## config.mk

```make
export PLATFORM = sky130hd
export DESIGN_NAME = instr_exec_unit_flat
export DESIGN_NICKNAME = d
export VERILOG_FILES = /design/src/rtl/instr_exec_unit_if.sv /design/src/rtl/instr_exec_unit.sv /design/src/flat_wrapper.sv
export SDC_FILE = /design/constraint.sdc
export NUM_CORES = 2
export LEC_CHECK = 0
export CORE_MARGIN = 3
export CORE_UTILIZATION = 65
export CTS_CLUSTER_DIAMETER = 60
export DETAILED_ROUTE_END_ITERATION = 8
export GPL_TIMING_DRIVEN = 0
export HOLD_SLACK_MARGIN = 0.08
export PLACE_DENSITY = 0.82
export SETUP_SLACK_MARGIN = 0.1
export SYNTH_ARGS = -nofsm -noshare
export SYNTH_HDL_FRONTEND = slang
export SYNTH_SLANG_ARGS = --single-unit
```

## constraint.sdc

```tcl
create_clock -name clk -period 16.2 [get_ports clk]
set_input_delay 3.24 -clock clk [delete_from_list [all_inputs] [get_ports clk]]
set_output_delay 3.24 -clock clk [all_outputs]
set_load 0.01 [all_outputs]
```

## src/rtl/instr_exec_unit_if.sv

```systemverilog
// Result channel between the execution stage and the scoreboard/result sink.
interface instr_exec_unit_if #(
  parameter int PTR_W = 5,
  parameter int RES_W = 64
);
  logic             res_valid;
  logic             res_ready;
  logic [PTR_W-1:0] res_ptr;
  logic [3:0]       res_opc;
  logic [RES_W-1:0] result;
  logic             div_zero;

  modport master (output res_valid, res_ptr, res_opc, result, div_zero, input res_ready);
  modport slave  (input res_valid, res_ptr, res_opc, result, div_zero, output res_ready);
endinterface

```

## src/rtl/instr_exec_unit.sv

```systemverilog
// Execution stage: walks the instruction register from first_ptr to last_ptr and
// emits one signed result per instruction; DIV/MOD use a restoring divider.
module instr_exec_unit #(
  parameter int OP_W  = 32,
  parameter int PTR_W = 5,
  parameter int RES_W = 64
) (
  input  logic             clk,
  input  logic             reset,
  input  logic             start,
  input  logic [PTR_W-1:0] first_ptr,
  input  logic [PTR_W-1:0] last_ptr,
  output logic [PTR_W-1:0] read_pointer,
  input  logic [3:0]       instr_opc,
  input  logic [OP_W-1:0]  instr_op_a,
  input  logic [OP_W-1:0]  instr_op_b,
  output logic             busy,
  output logic             done,
  instr_exec_unit_if.master res
);

  localparam int CNT_W = $clog2(OP_W);
  localparam logic [CNT_W-1:0] CNT_LAST = CNT_W'(OP_W - 1);
  localparam logic [3:0] OPC_ZERO = 4'd0, OPC_PASSA = 4'd1, OPC_PASSB = 4'd2, OPC_ADD = 4'd3,
                         OPC_SUB = 4'd4, OPC_MULT = 4'd5, OPC_DIV = 4'd6, OPC_MOD = 4'd7;

  typedef enum logic [2:0] {IDLE, FETCH, EXEC, DIVIDE, OUTPUT, DONE} state_t;

  state_t           state_r, next_s;
  logic [PTR_W-1:0] read_pointer_r, ptr_r, last_r, res_ptr_r;
  logic [3:0]       opc_r, res_opc_r;
  logic [OP_W-1:0]  a_r, b_r, rem_r, quo_r, dvs_r;
  logic [CNT_W-1:0] cnt_r;
  logic [RES_W-1:0] result_r;
  logic             res_valid_r, div_zero_r, busy_r, done_r;

  logic [RES_W-1:0] a_ext_s, b_ext_s, alu_s, q_ext_s, r_ext_s, div_res_s, mod_res_s;
  logic [OP_W-1:0]  a_mag_s, b_mag_s, rem_nx_s, quo_nx_s;
  logic [OP_W:0]    rem_sh_s, diff_s;
  logic             is_div_s, b_zero_s, handshake_s;
  logic             busy_nx_s, done_nx_s, valid_nx_s;

  assign a_ext_s     = {{(RES_W-OP_W){a_r[OP_W-1]}}, a_r};
  assign b_ext_s     = {{(RES_W-OP_W){b_r[OP_W-1]}}, b_r};
  assign a_mag_s     = a_r[OP_W-1] ? ({OP_W{1'b0}} - a_r) : a_r;
  assign b_mag_s     = b_r[OP_W-1] ? ({OP_W{1'b0}} - b_r) : b_r;
  assign is_div_s    = (opc_r == OPC_DIV) || (opc_r == OPC_MOD);
  assign b_zero_s    = (b_r == {OP_W{1'b0}});
  assign handshake_s = res_valid_r && res.res_ready;

  // Non-divide results; DIV/MOD and opcodes 8-15 yield zero here.
  always_comb begin
    alu_s = {RES_W{1'b0}};
    case (opc_r)
      OPC_ZERO:  alu_s = {RES_W{1'b0}};
      OPC_PASSA: alu_s = a_ext_s;
      OPC_PASSB: alu_s = b_ext_s;
      OPC_ADD:   alu_s = a_ext_s + b_ext_s;
      OPC_SUB:   alu_s = a_ext_s - b_ext_s;
      OPC_MULT:  alu_s = $signed(a_ext_s) * $signed(b_ext_s);
      default:   alu_s = {RES_W{1'b0}};
    endcase
  end

  // One restoring-division step on magnitudes, plus sign fix-up of the final values.
  always_comb begin
    rem_sh_s = {rem_r, quo_r[OP_W-1]};
    diff_s   = rem_sh_s - {1'b0, dvs_r};
    if (!diff_s[OP_W]) begin
      rem_nx_s = diff_s[OP_W-1:0];
      quo_nx_s = {quo_r[OP_W-2:0], 1'b1};
    end else begin
      rem_nx_s = rem_sh_s[OP_W-1:0];
      quo_nx_s = {quo_r[OP_W-2:0], 1'b0};
    end
    q_ext_s   = {{(RES_W-OP_W){1'b0}}, quo_nx_s};
    r_ext_s   = {{(RES_W-OP_W){1'b0}}, rem_nx_s};
    div_res_s = (a_r[OP_W-1] ^ b_r[OP_W-1]) ? ({RES_W{1'b0}} - q_ext_s) : q_ext_s;
    mod_res_s = a_r[OP_W-1] ? ({RES_W{1'b0}} - r_ext_s) : r_ext_s;
  end

  // State register.
  always_ff @(posedge clk) begin
    if (reset) begin
      state_r <= IDLE;
    end else begin
      state_r <= next_s;
    end
  end

  // Next-state logic.
  always_comb begin
    next_s = state_r;
    case (state_r)
      IDLE:    next_s = start ? FETCH : IDLE;
      FETCH:   next_s = EXEC;
      EXEC:    next_s = (is_div_s && !b_zero_s) ? DIVIDE : OUTPUT;
      DIVIDE:  next_s = (cnt_r == CNT_LAST) ? OUTPUT : DIVIDE;
      OUTPUT: begin
        if (handshake_s) begin
          next_s = (res_ptr_r == last_r) ? DONE : FETCH;
        end else begin
          next_s = OUTPUT;
        end
      end
      DONE:    next_s = IDLE;
      default: next_s = IDLE;
    endcase
  end

  // Status outputs are decoded from the next state and registered below.
  always_comb begin
    busy_nx_s  = (next_s != IDLE);
    done_nx_s  = (next_s == DONE);
    valid_nx_s = (next_s == OUTPUT);
  end

  // Datapath, working registers and registered outputs.
  always_ff @(posedge clk) begin
    if (reset) begin
      read_pointer_r <= {PTR_W{1'b0}};
      ptr_r          <= {PTR_W{1'b0}};
      last_r         <= {PTR_W{1'b0}};
      res_ptr_r      <= {PTR_W{1'b0}};
      opc_r          <= 4'd0;
      res_opc_r      <= 4'd0;
      a_r            <= {OP_W{1'b0}};
      b_r            <= {OP_W{1'b0}};
      rem_r          <= {OP_W{1'b0}};
      quo_r          <= {OP_W{1'b0}};
      dvs_r          <= {OP_W{1'b0}};
      cnt_r          <= {CNT_W{1'b0}};
      result_r       <= {RES_W{1'b0}};
      res_valid_r    <= 1'b0;
      div_zero_r     <= 1'b0;
      busy_r         <= 1'b0;
      done_r         <= 1'b0;
    end else begin
      busy_r      <= busy_nx_s;
      done_r      <= done_nx_s;
      res_valid_r <= valid_nx_s;
      case (state_r)
        IDLE: begin
          if (start) begin
            last_r         <= last_ptr;
            read_pointer_r <= first_ptr;
          end
        end
        FETCH: begin
          opc_r <= instr_opc;
          a_r   <= instr_op_a;
          b_r   <= instr_op_b;
          ptr_r <= read_pointer_r;
        end
        EXEC: begin
          if (is_div_s && !b_zero_s) begin
            rem_r <= {OP_W{1'b0}};
            quo_r <= a_mag_s;
            dvs_r <= b_mag_s;
            cnt_r <= {CNT_W{1'b0}};
          end else begin
            res_ptr_r  <= ptr_r;
            res_opc_r  <= opc_r;
            result_r   <= alu_s;
            div_zero_r <= is_div_s;
          end
        end
        DIVIDE: begin
          rem_r <= rem_nx_s;
          quo_r <= quo_nx_s;
          cnt_r <= cnt_r + CNT_W'(1);
          if (cnt_r == CNT_LAST) begin
            res_ptr_r  <= ptr_r;
            res_opc_r  <= opc_r;
            result_r   <= (opc_r == OPC_MOD) ? mod_res_s : div_res_s;
            div_zero_r <= 1'b0;
          end
        end
        OUTPUT: begin
          if (handshake_s && (res_ptr_r != last_r)) begin
            read_pointer_r <= res_ptr_r + PTR_W'(1);
            div_zero_r     <= 1'b0;
          end
        end
        default: begin
        end
      endcase
    end
  end

  assign read_pointer  = read_pointer_r;
  assign busy          = busy_r;
  assign done          = done_r;
  assign res.res_valid = res_valid_r;
  assign res.res_ptr   = res_ptr_r;
  assign res.res_opc   = res_opc_r;
  assign res.result    = result_r;
  assign res.div_zero  = div_zero_r;

endmodule

```

## src/flat_wrapper.sv

```systemverilog
// flat-port wrapper written by rule: the top's interface ports become plain ports
module instr_exec_unit_flat 
#(
  parameter int OP_W  = 32,
  parameter int PTR_W = 5,
  parameter int RES_W = 64
)
  (clk, reset, start, first_ptr, last_ptr, read_pointer, instr_opc, instr_op_a, instr_op_b, busy, done, res_res_valid, res_res_ptr, res_res_opc, res_result, res_div_zero, res_res_ready);
  instr_exec_unit_if #(.PTR_W(PTR_W), .RES_W(RES_W)) res_i ();
  input  logic clk;
  input  logic reset;
  input  logic start;
  input  logic [PTR_W-1:0] first_ptr;
  input  logic [PTR_W-1:0] last_ptr;
  output logic [PTR_W-1:0] read_pointer;
  input  logic [3:0] instr_opc;
  input  logic [OP_W-1:0] instr_op_a;
  input  logic [OP_W-1:0] instr_op_b;
  output logic busy;
  output logic done;
  output wire logic [$bits(res_i.res_valid)-1:0] res_res_valid;
  output wire logic [$bits(res_i.res_ptr)-1:0] res_res_ptr;
  output wire logic [$bits(res_i.res_opc)-1:0] res_res_opc;
  output wire logic [$bits(res_i.result)-1:0] res_result;
  output wire logic [$bits(res_i.div_zero)-1:0] res_div_zero;
  input wire logic [$bits(res_i.res_ready)-1:0] res_res_ready;
  assign res_res_valid = res_i.res_valid;
  assign res_res_ptr = res_i.res_ptr;
  assign res_res_opc = res_i.res_opc;
  assign res_result = res_i.result;
  assign res_div_zero = res_i.div_zero;
  assign res_i.res_ready = res_res_ready;
  instr_exec_unit #(.OP_W(OP_W), .PTR_W(PTR_W), .RES_W(RES_W)) u_core (.clk(clk), .reset(reset), .start(start), .first_ptr(first_ptr), .last_ptr(last_ptr), .read_pointer(read_pointer), .instr_opc(instr_opc), .instr_op_a(instr_op_a), .instr_op_b(instr_op_b), .busy(busy), .done(done), .res(res_i));
endmodule
```

==> results.cfg <==
[floorplan]
fp.dieW_microns = 299
die_h_microns = 299
rows = 106
start_util = 0.663
die_area_sq_mm = 0.0897
io_pins = 164
core-area_sq_mm = 0.0845

[yosys]
synth_top_family_by_area = adder cells
synthMuxAreaShare = 0.00867
synth-seq-area-share = 0.0944
synth_fa_ha_area_frac = 0.452
ys.flop_type = dfxtp_1
syn_avg_cell_area_sq_um = 8.41
synthSimpleGateAreaFrac = 0.179
synth_area_leaders = fa_1, dfxtp_1, inv_1
synth_edf_count = 0
yosysTopAreaCell = fa_1
synth-compound-area-share = 0.129
syn-num-nets = 8113
ys_async_sr_fraction = 0
yosysMostFrequentCell = fa_1
syn_inst = 6658
ys_ff_latch = 264
synthXorXnorAreaFrac = 0.0322
synth_cell_types = 91
ys.warnings.count = 0
synthTopCellsByCount = fa_1, inv_1, nand2_1
synth_area_sq_mm = 0.0560
synth_top_area_frac = 0.388

[final_layout]
final_cell_count_no_fill = 8033
fin_util = 0.711
area_growth_pct = 7.34
drive_gt1_frac = 0.0177
nets = 8310

[clock_network]
cts_buffers = 31
clk_pin_slew_ps = 70
tritoncts = yes
cts_resized = 0
cts_root_buf = clkbuf_16
cts_setup_buffers = 0
clkSinkCount = 264
h-tree-depth = 1
clk_path_buf_depth = 3
insertion_delay_ps = 640
hold_buffers = 0

[sta]
min_period_ps = 13090
worst_pin_slew_ps = 1570
drv_slew = 23
fin_skew_ps = 25.7
finalSetupViolations = 0
rsz0062_at_grt = false
fin_setup_tns_ps = 0
min_period_over_period = 0.808
maxSlewHeadroom = -0.0436
max_freq_ghz = 0.0764
hold_slack_ps = 462
hold_viol_final = 0

[status]
outcome = finished, violations left
violations = design-rule violations, max-capacitance violations, max-slew violations

[route]
dr.pass1.iters = 9
wl_per_cell_microns = 31.1
routed_wl_microns = 250000
dr.first_iter.drc_count = 8945
vias_per_cell = 6.84
drc = 22
ant_nets = 0
vias = 54900

[grt]
grt_overflow_total = 0
grt_pass1_wl_microns = 360000
grt_use_total = 0.554
antenna_found_initial = 43
grt_pass1_vias = 55400
grt_max_degree = 27

[setup_path]
cp_max_fo = 11
crit_required_ps = 16720
startpoint_type = flop
max_stage_delay_ps = 1100
endpoint_kind = flop
regToRegStartpoint = u_core.a_r[31]$_SDFFE_PP0P_
cp_slowest_cell = fa_1
path_buf_inv = 9
path_common_cell = fa_1
crit_arrival_ps = 13610
path_delay_family = adder cells
worst-setup-path-type = flop to flop
cp-startpoint = u_core.a_r[31]$_SDFFE_PP0P_

[power_and_ir_drop]
powerDensity_mw_per_mm2 = 43.7
leakagePower_uw = 0.0280
irDropWorstVdd_uv = 102

[placed_design]
dp_hpwl_microns = 200000
portBuffers = 162
place.gp.congestion = 1.08
dp_cells = 7956

[hold_path]
hp-class = flop to flop
hp-start = u_core.res.result[3]$_SDFFE_PP0P_

[job]
maxCapViolCount = 2
[final timing paths]
check                           slack [ps]  depth (start not counted)                                 end
worst min register to register         460                          2   u_core.res.result[3]$_SDFFE_PP0P_
worst max-delay path                  3110                         29  u_core.res.result[62]$_SDFFE_PP0P_
worst min-delay path                   460                          2   u_core.res.result[3]$_SDFFE_PP0P_
worst max register to register        3110                         29  u_core.res.result[62]$_SDFFE_PP0P_
[where the power goes]
part           total, uW  internal (uW)  leakage [uW]  switching (uW)
logic               1210            362        0.0253             848
clock network        725            379      0.000470             346
registers            691            671       0.00214            20.0
[registers in the layout, summed over array words and instances (netlist names)]
name                  count
u_core.res.result        64
u_core.a_r               32
u_core.b_r               32
u_core.dvs_r             32
u_core.quo_r             32
u_core.rem_r             32
u_core.cnt_r              5
u_core.last_r             5
u_core.ptr_r              5
u_core.read_pointer       5
u_core.res.res_ptr        5
u_core.opc_r              4
u_core.res.res_opc        4
u_core.state_r            3
u_core.busy               1
u_core.done               1
u_core.res.div_zero       1
u_core.res.res_valid      1
[logic make-up (layout without fill, tap and decap cells)]
group	after synthesis	after routing
xor+xnor	206	206
fa+ha+maj	1373	1373
buf+inv	1541	1760
mux	48	48
flops	264	264
other cells	0	22
simple gates	2134	2134
compound gates	1092	1092
[layout make-up]
cell class	instances	area [sq um]
plain buffers	460	1750
well taps	1134	1420
clock buffers	34	807
diodes	22	55.1
inverters	1081	4060
flip-flops and latches	264	5290
repair buffers	164	1640
fillers	6528	24400
clock inverters	21	175
multi-input cells	4853	44900
[layout by cell type, fill, tap and decap left out, types with 52 or more instances in the layout]
cell type / Yosys / final
buf_1: 52 / 52
xnor2_1: 129 / 129
ha_1: 288 / 288
clkbuf_1: 399 / 400
and2_1: 459 / 459
clkdlybuf4s50_1: 0 / 162
xor2_1: 77 / 77
dfxtp_1: 264 / 264
a21oi_1: 333 / 333
a21o_1: 74 / 74
o21ai_0: 177 / 177
nor2_1: 442 / 442
nand3_1: 66 / 66
nand2_1: 846 / 846
inv_1: 1078 / 1078
fa_1: 1085 / 1084
a31oi_1: 60 / 60
a211oi_1: 101 / 101
nor3_1: 82 / 80
[per-layer routing]
metal | track usage | share of wire
met1 | 0.659 | 0.32
met2 | 0.769 | 0.40
met3 | 0.256 | 0.17
met4 | 0.444 | 0.11
met5 | 0 | 0.00098
[metrics by stage]
step	instance area [sq um]	worst slack, ps	total power [uW]
after detailed placement	59000	3940	1810
after global placement	59000	3870	1790
after floorplan	56000	7150	1360
after CTS	60000	3860	2520
final	60100	3110	2620
after global routing	60000	3020	2660
[worst reg2reg max path, delay by kind of cell, from the launching register on]
family | cells | cell delay (ps)
adder cells (fa/ha/maj) | 9 | 5220
flip-flops | 1 | 420
AO/OA/AOI/OAI | 6 | 1900
AND/OR/NAND/NOR | 4 | 670
XOR/XNOR | 1 | 170
buffers and inverters | 9 | 4590
No activity file was read; power rests on OpenSTA's default activity.
